==> config.mk <==
export PLATFORM = sky130hd
export DESIGN_NAME = input_fifo
export DESIGN_NICKNAME = d
export VERILOG_FILES = /design/src/rtl/input_fifo.sv
export SDC_FILE = /design/constraint.sdc
export NUM_CORES = 1
export LEC_CHECK = 0
export CAP_MARGIN = 20
export CORE_MARGIN = 5
export CORE_UTILIZATION = 44
export CTS_CLUSTER_DIAMETER = 40
export DETAILED_ROUTE_END_ITERATION = 6
export DONT_BUFFER_PORTS = 1
export GPL_TIMING_DRIVEN = 0
export PLACE_DENSITY = 0.67
export SETUP_SLACK_MARGIN = 0.15
export SLEW_MARGIN = 20
export SYNTH_ARGS = -nofsm -noshare
export SYNTH_HDL_FRONTEND = slang
export SYNTH_SLANG_ARGS = --single-unit
==> constraint.sdc <==
create_clock -name clk -period 2.55 [get_ports clk]
set_input_delay 0.255 -clock clk [delete_from_list [all_inputs] [get_ports clk]]
set_output_delay 0.255 -clock clk [all_outputs]
set_load 0.005 [all_outputs]
==> src/rtl/input_fifo.sv <==
// Router input buffer: first-word-fall-through flit FIFO with overflow
// reporting and a header/payload/tail packet-ordering checker.
module input_fifo #(
    parameter int DATA_WIDTH = 32,
    parameter int FIFO_DEPTH = 4
) (
    input  logic                  clk,
    input  logic                  rst,
    input  logic                  valid_in,
    input  logic [DATA_WIDTH-1:0] data_in,
    input  logic                  read_en,
    output logic [DATA_WIDTH-1:0] data_out,
    output logic [2:0]            flit_id,
    output logic [3:0]            dst_addr,
    output logic                  empty,
    output logic                  full,
    output logic                  overflow,
    output logic                  proto_err
);

    localparam int PTR_W = (FIFO_DEPTH > 1) ? $clog2(FIFO_DEPTH) : 1;
    localparam int CNT_W = $clog2(FIFO_DEPTH) + 1;

    localparam logic [2:0] FLIT_HEADER  = 3'b001;
    localparam logic [2:0] FLIT_PAYLOAD = 3'b010;
    localparam logic [2:0] FLIT_TAIL    = 3'b100;

    typedef enum logic [0:0] {
        ST_IDLE   = 1'b0,
        ST_IN_PKT = 1'b1
    } pkt_state_e;

    logic [DATA_WIDTH-1:0] mem_q [FIFO_DEPTH];
    logic [PTR_W-1:0]      wr_ptr_q, wr_ptr_d;
    logic [PTR_W-1:0]      rd_ptr_q, rd_ptr_d;
    logic [CNT_W-1:0]      count_q,  count_d;
    pkt_state_e            state_q,  state_d;
    logic                  overflow_q, overflow_d;
    logic                  proto_err_q, proto_err_d;

    logic                  empty_s;
    logic                  full_s;
    logic                  wr_accept_s;
    logic                  rd_accept_s;
    logic [2:0]            in_type_s;

    assign empty_s     = (count_q == CNT_W'(0));
    assign full_s      = (count_q == CNT_W'(FIFO_DEPTH));
    assign wr_accept_s = valid_in & ~full_s;
    assign rd_accept_s = read_en & ~empty_s;
    assign in_type_s   = data_in[31:29];

    // Pointer and occupancy next-state; both pointers wrap naturally at the power-of-two depth.
    always_comb begin
        wr_ptr_d   = wr_ptr_q;
        rd_ptr_d   = rd_ptr_q;
        count_d    = count_q;
        overflow_d = valid_in & full_s;
        if (wr_accept_s) begin
            wr_ptr_d = wr_ptr_q + PTR_W'(1);
        end else begin
            wr_ptr_d = wr_ptr_q;
        end
        if (rd_accept_s) begin
            rd_ptr_d = rd_ptr_q + PTR_W'(1);
        end else begin
            rd_ptr_d = rd_ptr_q;
        end
        case ({wr_accept_s, rd_accept_s})
            2'b10:   count_d = count_q + CNT_W'(1);
            2'b01:   count_d = count_q - CNT_W'(1);
            default: count_d = count_q;
        endcase
    end

    // Packet-ordering checker: only flits actually stored advance it or flag errors.
    always_comb begin
        state_d     = state_q;
        proto_err_d = 1'b0;
        if (wr_accept_s) begin
            case (in_type_s)
                FLIT_HEADER: begin
                    if (state_q == ST_IDLE) begin
                        state_d = ST_IN_PKT;
                    end else begin
                        proto_err_d = 1'b1;
                    end
                end
                FLIT_PAYLOAD: begin
                    if (state_q == ST_IDLE) begin
                        proto_err_d = 1'b1;
                    end else begin
                        state_d = ST_IN_PKT;
                    end
                end
                FLIT_TAIL: begin
                    if (state_q == ST_IDLE) begin
                        proto_err_d = 1'b1;
                    end else begin
                        state_d = ST_IDLE;
                    end
                end
                default: proto_err_d = 1'b1;
            endcase
        end else begin
            state_d     = state_q;
            proto_err_d = 1'b0;
        end
    end

    // Control state register with synchronous reset.
    always_ff @(posedge clk) begin
        if (rst) begin
            wr_ptr_q    <= PTR_W'(0);
            rd_ptr_q    <= PTR_W'(0);
            count_q     <= CNT_W'(0);
            state_q     <= ST_IDLE;
            overflow_q  <= 1'b0;
            proto_err_q <= 1'b0;
        end else begin
            wr_ptr_q    <= wr_ptr_d;
            rd_ptr_q    <= rd_ptr_d;
            count_q     <= count_d;
            state_q     <= state_d;
            overflow_q  <= overflow_d;
            proto_err_q <= proto_err_d;
        end
    end

    // Flit storage; contents deliberately survive reset, occupancy alone governs validity.
    always_ff @(posedge clk) begin
        if (!rst && wr_accept_s) begin
            mem_q[wr_ptr_q] <= data_in;
        end
    end

    assign data_out  = mem_q[rd_ptr_q];
    assign flit_id   = data_out[31:29];
    assign dst_addr  = data_out[7:4];
    assign empty     = empty_s;
    assign full      = full_s;
    assign overflow  = overflow_q;
    assign proto_err = proto_err_q;

endmodule
# Word level (Yosys, flattened, before mapping)

Memories as Yosys holds them, arrays and structs flattened. A register that Yosys moved wholly into a read port is not among the register bits.
Index checks and enable logic that the tools add are counted.

Equality and inequality tests: 6
Bitwise logic cells: 6
Add/sub/neg operators: 4
Mux-type cells: 9
Reductions and logical operators: 8

Operator list:

| kind                                                                | count |
|---|---|
| 3-bit == test (second input constant)                               | 2 |
| 3-bit one-hot mux with 2 select lines                               | 1 |
| 2-bit by 1-bit adder with 2-bit output (second input constant)      | 2 |
| 1-bit 2-to-1 mux                                                    | 4 |
| 2-bit 2-to-1 mux                                                    | 2 |
| 2-bit OR reduction                                                  | 2 |
| 3-bit by 1-bit adder with 3-bit output (second input constant)      | 1 |
| 1-bit AND                                                           | 3 |
| 3-bit by 1-bit == test with 1-bit output (second input constant)    | 1 |
| 3-bit by 2-bit == test with 1-bit output (second input constant)    | 1 |
| 3-bit zero test                                                     | 1 |
| 1-bit inverter                                                      | 3 |
| 1-bit one-hot mux with 3 select lines                               | 1 |
| 3-bit nonzero test                                                  | 1 |
| 3-bit by 1-bit subtractor with 3-bit output (second input constant) | 1 |
| 2-bit by 1-bit == test with 1-bit output (second input constant)    | 1 |
| 2-bit == test (second input constant)                               | 1 |
| 1-bit one-hot mux with 2 select lines                               | 1 |
| 2-bit AND reduction                                                 | 1 |
| 2-bit nonzero test                                                  | 1 |
| 1-bit logical AND                                                   | 1 |
| 1-bit zero test                                                     | 1 |

Bits of input ports: 36
Word-level logic and storage cells: 40
Memories: 1
Flip-flop bits (word level): 10
RAM bits: 128
Output and inout port bits: 43

Memories:

| memory | words | bits a word | rd ports | clocked after memory_dff | write ports | line | source |
|---|---|---|---|---|---|---|---|
| mem_q  | 4     | 32          | 1        | 1                        | 1           | 33   | `logic [DATA_WIDTH-1:0] mem_q [FIFO_DEPTH];` |

# Longest topological paths before layout

Gate-level depths: netlist of the first run.

Depth in word-level cells: 6
Depth in mapped cells: 9
Gate-level depth less buffers: 8

# Worst setup path after synthesis of the first run

No wires, ideal clock.

Kind: register to register
Start point: register count_q[2]
End point: register count_q[2]
Required time: 2.480 ns
Path buffers: 1
Clock period less this slack: 2.138 ns
Data arrival time: 2.068 ns
Stages on the path, launching flop included: 10
Setup slack: 0.412 ns
Cell sequence: dfxtp_1 > or3b_1 > buf_6 > nand2_1 > ha_1 > inv_1 > fa_1 > xor2_1 > or3_1 > a21oi_1

Cells in the longest elaborated chain, start to end: 5
Elaborated cells between the ends (all ways): 12

RTL lines:

| item                                                                        | line   | source |
|---|---|---|
| from (decl)                                                                 | 36     | `logic [CNT_W-1:0] count_q, count_d;` |
| from (signal assigned)                                                      | 123    | `count_q <= count_d;` |
| 3-bit == test or 3-bit zero test (tied branches)                            | 48, 47 |  |
| 1-bit inverter (on tied branches)                                           | 49, 50 |  |
| 1-bit AND (on tied branches)                                                | 49, 50 |  |
| 2-bit by 1-bit == test with 1-bit output or 2-bit == test (tied branches)   | 69     | `case ({wr_accept_s, rd_accept_s})` |
| 3-bit one-hot mux with 2 select lines or 2-bit nonzero test (tied branches) | n/a    |  |

Several ways; a longest one is shown, not always the timed one.
A chain may end at the register's enable or synchronous reset.

==> out/metrics.csv, run 1 <==
metric,value,unit
ys.flop_type,edfxtp_1,
critPathSlowestCell,buf_1,
timing.final.crit_share,0.895,
die_area,14300,um2
grt_pass1_wl,14100,um
syn_to_final_growth,22.0,%
synth_seq_cells,140,
cts_buffers,17,
synth_edf_count,128,
setup_slack,268,ps
globalRouteOverflowTotal,0,
place_worst_setup_slack,265,ps
synthMuxAreaShare,0.136,
ioPinCount,79,
syn-num-nets,285,
clk_pin_slew,60,ps
power.density,946,nW/um2
cts_max_path_buffers,2,
ant_nets,0,
hpwl,5830,um
track_usage,0.133,
cp.arrival,2030,ps
status,"complete, no violations",
synth-xor-area-share,0.00829,
irDropWorstVdd,0.381,mV
layout_common_cells,"edfxtp_1, mux4_2, dlygate4sd3_1, clkbuf_16",
period_needed,2280,ps
hold_violations,0,
drt_first_iter_violations,111,
synth_area,5280,um2
clkSinkCount,140,
async_flop_share,0,
wirelength,9000,um
drc,0,
startpoint_type,flop,
grt_max_degree,22,
tightest_slew,682,ps
clock_skew,7.90,ps
fill_cells,926,
cap_violations,0,
vias,2374,
wl_per_cell,19.6,um
start_util,0.444,
die_x,120,um
grt_antenna_before_repair,1,
cts_tree,done,
synth_top_family_by_area,multiplexers,
required,2300,ps
cpPeakStageDelay,560,ps
htree_levels,4,
clockRootBuffer,clkbuf_16,
p_leak,2.09,nW
rows,40,
avgSynthCellArea,21.7,um2
dp_cells,394,
worstPathCellList,buf_1 > mux4_2 > buf_4,
grt_pass1_vias,2538,
fp.dieH,120,um
first_pass_iters,4,
relSlewSlack,0.546,
worstSetupPathType,flop to output pin,
fp.coreArea,11900,um2
regArea,4090,um2
layout_commonest_cell,edfxtp_1,
ys_seq_area_frac,0.773,
post-route-util,0.541,
vias_per_cell,5.18,
critPathCaptureType,output pin,
finalSetupViolCount,0,
synthAdderAreaFrac,0.0156,
multi_input_area,1060,um2
crit_fanout,10,
insertion_delay,400,ps
drv_slew,0,
finalSetupTns,0,ps
rsz0062_at_grt,no,
synth_compound_area_frac,0.0126,
ys.warnings.count,0,
synthSimpleGateAreaFrac,0.0260,
numPortBuffers,0,
synth_cells,243,
drive_gt1_frac,0.268,
hold_class,input pin to flop,
fmax,438,MHz
place_congestion,0.724,
fin_nets,340,
ys_types,33,
final_cell_count_no_fill,458,
state kept, by name, summed over array words and instances (netlist names), named ones only:
name,cells
mem_q,128
proto_err,1
rd_ptr_q,2
count_q,3
overflow,1
state_q,1
wr_ptr_q,2
layout make-up:
class	instances	area share
antenna	1	0.000388
buffer	16	0.0165
clock buffer	19	0.0672
clock inverter	12	0.0194
inverter	8	0.00660
multi-input combinational	79	0.164
sequential	140	0.634
tap	147	0.0285
timing repair buffer	36	0.0633
power breakdown:
part | internal (mW) | switching (mW) | leakage, nW | total, mW
sequential | 2.66 | 0.0613 | 1.26 | 2.72
combinational | 0.556 | 0.535 | 0.560 | 1.09
clock | 1.43 | 0.863 | 0.270 | 2.29
total | 4.64 | 1.46 | 2.09 | 6.10
metal layers:
layer  GRT usage  up-vias  routed length, um
met5           0        -                  0
met4      0.0408        0                 94
met3      0.0566        8                547
met2       0.213       73               4450
met1       0.166     1202               3910
li1            -     1091                  -
worst paths after layout:
check / start / endpoint / slack (ps) / cells after the start
worst min-delay path: valid_in / wr_ptr_q[1] / 20 / 2
worst min register to register: count_q[2] / count_q[2] / 520 / 2
worst max-delay path: flop / flit_id[0] / 270 / 3
worst max register to register: count_q[0] / count_q[2] / 290 / 9
through the flow:
stage	hold WS, ps	instance area (um2)	power (mW)
floorplan	354	5280	3.60
global route	10.4	6440	6.40
global placement	354	5470	3.80
finish	18.9	6440	6.10
CTS	2.62	6440	6.18
detailed placement	354	5560	3.83
cell families (layout without fill, tap and decap cells):
family | after synthesis | in the layout
compound gates | 11 | 11
xor+xnor | 5 | 5
fa+ha+maj | 6 | 6
buf+inv | 24 | 91
flops | 140 | 140
mux | 32 | 32
other cells | 0 | 1
simple gates | 25 | 25
synth_stat cells (all sizes together) (2+ instances only):
cell type,number,area share
ha,5,0.012
nand2,2,0.0014
buf,15,0.019
inv,7,0.0050
nand2b,2,0.0024
o21ai,3,0.0028
nand3,2,0.0019
nor2,8,0.0057
edfxtp,128,0.73
and2,4,0.0047
mux4,32,0.14
a21oi,4,0.0038
xor2,4,0.0066
dfxtp,12,0.045
worst max-delay path: cells and delay by family (launching register included):
family	cells	cell delay, ps
flip-flops	1	440
multiplexers	1	460
buffers and inverters	2	720
repair_timing:
item / in CTS / in global routing
resized for setup: 0 / 2
buffers inserted: 0 / 0
hold buffers: 32 / 0
setup endpoints to repair: 0 / 1
endpoints found under the hold margin: 128 / 0
No activity file was read; power rests on OpenSTA's default activity.
==> run 2, diff against run 1 <==
--- a/constraint.sdc
+++ b/constraint.sdc
@@ -3,2 +3,2 @@
 set_output_delay 0.255 -clock clk [all_outputs]
-set_load 0.005 [all_outputs]
+set_load 0.02 [all_outputs]
==> out/metrics.csv, run 2 (same netlist as run 1, synthesis figures left out) <==
metric,value,unit
status,"complete, no violations",
hold_class,input pin to flop,
power.density,993,nW/um2
layout_commonest_cell,edfxtp_1,
fp.coreArea,11900,um2
crit_fanout,6,
relSlewSlack,0.571,
clock_skew,7.90,ps
ioPinCount,79,
hpwl,5830,um
die_x,120,um
pwr-share-comb,0.218,
required,2870,ps
fmax,443,MHz
multi_input_area,1060,um2
min-delay-start,valid_in,
start_util,0.444,
reg2reg_depth,9,
wl_met2,4450,um
reg2reg_from,count_q[0],
largest_reg_flops,128,
drt_first_iter_violations,113,
wirelength,8990,um
clk_pin_slew,60,ps
period_needed,2260,ps
vias_per_cell,5.18,
insertion_delay,400,ps
tightest_slew,638,ps
track_usage,0.133,
htree_levels,4,
pwr-share-seq,0.425,
p_leak,2.10,nW
fp.dieH,120,um
regArea,4090,um2
place_congestion,0.724,
fin_nets,340,
setup_slack,292,ps
rsz0062_at_grt,no,
wl_per_cell,19.6,um
ant_nets,0,
grt_antenna_before_repair,1,
p_total,6.40,mW
hold_violations,0,
cts_tree,done,
timing.final.crit_share,0.885,
worstSetupPathType,flop to flop,
power_frac_clock,0.357,
cts_buffers,17,
rows,40,
clkSinkCount,140,
cts_max_path_buffers,2,
p_sw,1.75,mW
place_worst_setup_slack,265,ps
reg.largest.list,"mem_q: 128 flops, count_q: 3 flops",
globalRouteOverflowTotal,0,
top_register,mem_q,
finalSetupViolCount,0,
grt_pass1_wl,14100,um
grt_max_degree,22,
irDropWorstVdd,0.449,mV
grt_pass1_vias,2538,
fill_cells,924,
p_int,4.65,mW
post-route-util,0.541,
holdPathStages,2,
drt-met1-wl,3910,um
drive_gt1_frac,0.274,
top_layer,met4,
layout_common_cells,"edfxtp_1, mux4_2, dlygate4sd3_1, clkbuf_16",
finalSetupTns,0,ps
drv_slew,0,
cp.arrival,2580,ps
drc,0,
numPortBuffers,0,
vias,2373,
crit_path_start,count_q[0],
met3_length,547,um
cap_violations,0,
startpoint_type,flop,
swShare,0.274,
postCtsSetupRepairBufs,0,
clockRootBuffer,clkbuf_16,
first_pass_iters,4,
syn_to_final_growth,22.0,%
critPathCaptureType,flop,
die_area,14300,um2
-- run 2: cell types whose count changed in the layout (fill, tap and decap cells not counted), sizes merged --
cell | previous run | this run
buf | 19 | 18
clkbuf | 20 | 21
-- run 2: stage by stage --
stage,instance area [um2],cells,hold slack [ps]
finish,6450,458,18.9
global route,6450,458,10.4
global placement,5470,390,354
CTS,6440,457,2.62
floorplan,5280,243,354
detailed placement,5560,394,354
-- run 2: final timing paths --
| path | to | slack, ps |
|---|---|---|
| setup / recovery | count_q[2] | 290 |
| hold / removal | wr_ptr_q[1] | 20 |
| setup reg to reg | count_q[2] | 290 |
| hold reg to reg | count_q[2] | 520 |
-- run 2: layer usage --
layer	vias up	track usage
li1	1091	-
met1	1201	0.166
met2	73	0.213
met3	8	0.0566
met4	0	0.0408
met5	-	0
-- run 2: worst max-delay path: stages (launching register included) --
cell and delay [ps]:
dfxtp_2 350, or3b_1 390, buf_6 150, nand2_1 70
ha_1 170, inv_1 60, fa_1 370, xor2_1 150
or3_1 300, a21oi_1 160
-- run 2: timing repair --
item	CTS	global route
hold endpoints to repair	128	0
resized for setup	1	3
hold buffers	32	0
pin swaps	0	0
endpoints found under the setup margin	4	3
-- run 2: cell type report --
| cell class | count | area share |
|---|---|---|
| Buffer | 16 | 0.0169 |
| Clock buffer | 19 | 0.0672 |
| Multi-Input combinational cell | 79 | 0.164 |
| Sequential cell | 140 | 0.634 |
| Tap cell | 147 | 0.0285 |
| Inverter | 8 | 0.00660 |
| Clock inverter | 12 | 0.0194 |
| Timing Repair Buffer | 36 | 0.0633 |
| Antenna cell | 1 | 0.000388 |
-- run 2: power by group through the flow --
stage / combinational [mW] / clock (mW) / sequential, mW
after floorplan: 1.16 / 0 / 2.75
after global placement: 1.34 / 0 / 2.77
after detailed placement: 1.37 / 0 / 2.77
after CTS: 1.43 / 2.34 / 2.72
after global routing: 1.50 / 2.47 / 2.73
final: 1.39 / 2.29 / 2.72
==> run 3, diff against run 2 <==
SETUP_SLACK_MARGIN = 0.3   (was 0.15)
==> out/metrics.csv, run 3 (same netlist as run 1, synthesis figures left out) <==
metric,value,unit
r2r_slack,280,ps
place_worst_setup_slack,265,ps
critPathCaptureType,flop,
syn_to_final_growth,24.3,%
status,"complete, no violations",
reg.largest.list,"mem_q: 128 flops, count_q: 3 flops",
p_leak,2.15,nW
track_usage,0.133,
wirelength,9200,um
clockRootBuffer,clkbuf_16,
die_x,120,um
holdPathStages,2,
layout_commonest_cell,edfxtp_1,
globalRouteOverflowTotal,0,
drv_slew,0,
fp.coreArea,11900,um2
rsz0062_at_grt,no,
required,2880,ps
grt_antenna_before_repair,1,
cts_buffers,17,
top_register,mem_q,
timing.final.crit_share,0.890,
clock_skew,10.4,ps
fin_nets,346,
placed_area,5560,um2
worstPathCellList,or3b_4 > buf_6 > nand2_4 > ha_4 > inv_2 > fa_2 > xor2_1 > or3_1 > a21oi_2,
start_util,0.444,
worstSetupPathType,flop to flop,
wl_per_cell,19.8,um
numPortBuffers,0,
hold_violations,0,
cp.arrival,2600,ps
finalInstanceArea,6570,um2
finalSetupViolCount,0,
p_total,6.58,mW
setup_slack,281,ps
crit_fanout,4,
irDropWorstVdd,0.486,mV
die_area,14300,um2
cts_max_path_buffers,2,
fill_cells,906,
grt_pass1_wl,14100,um
grt_pass1_vias,2538,
finalSetupTns,0,ps
period_needed,2270,ps
rows,40,
first_pass_iters,4,
clk_pin_slew,60,ps
reg2reg_depth,9,
clkSinkCount,140,
insertion_delay,400,ps
ioPinCount,79,
fmax,441,MHz
power.density,1000,nW/um2
htree_levels,4,
hold_class,input pin to flop,
place_congestion,0.724,
cpPeakStageDelay,410,ps
tightest_slew,638,ps
largest_reg_flops,128,
startpoint_type,flop,
fp.dieH,120,um
vias_per_cell,5.16,
drt_first_iter_violations,102,
cap_violations,0,
ant_nets,0,
drive_gt1_frac,0.310,
hold-worst-slack,21.2,ps
grt_max_degree,22,
layout_common_cells,"edfxtp_1, mux4_2, dlygate4sd3_1, clkbuf_16, buf_4",
hpwl,5830,um
relSlewSlack,0.572,
critPathSlowestCell,or3_1,
drc,0,
vias,2396,
cts_tree,done,
[run 3: cell types whose count changed in the layout (fill, tap and decap cells not counted), sizes merged]
cell	previous run	this run
buf	18	24
[run 3: path summary, 6_finish.rpt]
kind | start | endpoint
worst min-delay path | valid_in | wr_ptr_q[1]
worst min register to register | state_q | state_q
worst max register to register | count_q[1] | count_q[2]
worst max-delay path | count_q[1] | count_q[2]
[run 3: routing by layer]
metal	routed length (um)	global-route usage	vias up
li1	-	-	1103
met1	3970	0.166	1214
met2	4600	0.213	71
met3	538	0.0566	8
met4	94	0.0408	0
met5	0	0	-
[run 3: stage by stage]
step	utilization	instances
4_1_cts	0.542	457
2_1_floorplan	-	243
6_report	0.551	464
5_1_grt	0.551	464
3_3_place_gp	0.459	390
3_5_place_dp	0.467	394
[run 3: repair_timing]
| action | in CTS | in global routing |
|---|---|---|
| buffers inserted | 0 | 6 |
| endpoints found under the setup margin | 7 | 7 |
| hold endpoints to repair | 128 | 0 |
| gates cloned | 0 | 0 |
| pin swaps | 1 | 7 |
| hold buffers | 32 | 0 |
| gates resized for setup | 7 | 15 |
[run 3: worst max-delay path, delay by kind of cell, from the launching register on]
kind,cells,cell delay (ps)
simple gates,3,850
fa+ha+maj,2,460
flops,1,350
buf+inv,2,180
xor+xnor,1,180
compound gates,1,170
[run 3: cell type report]
class / count / area, um2 / share of cell area
Buffer: 16 / 136 / 0.0208
Timing Repair Buffer: 42 / 465 / 0.0709
Clock buffer: 19 / 433 / 0.0659
Tap cell: 147 / 184 / 0.0280
Antenna cell: 1 / 2.50 / 0.000381
Inverter: 8 / 42.5 / 0.00648
Multi-Input combinational cell: 79 / 1080 / 0.165
Clock inverter: 12 / 125 / 0.0191
Sequential cell: 140 / 4090 / 0.623
[run 3: power breakdown]
| part | internal, mW | total, mW | switching [mW] |
|---|---|---|---|
| logic | 0.682 | 1.56 | 0.881 |
| registers | 2.66 | 2.72 | 0.0568 |
| clock network | 1.43 | 2.29 | 0.868 |
| total | 4.77 | 6.58 | 1.81 |
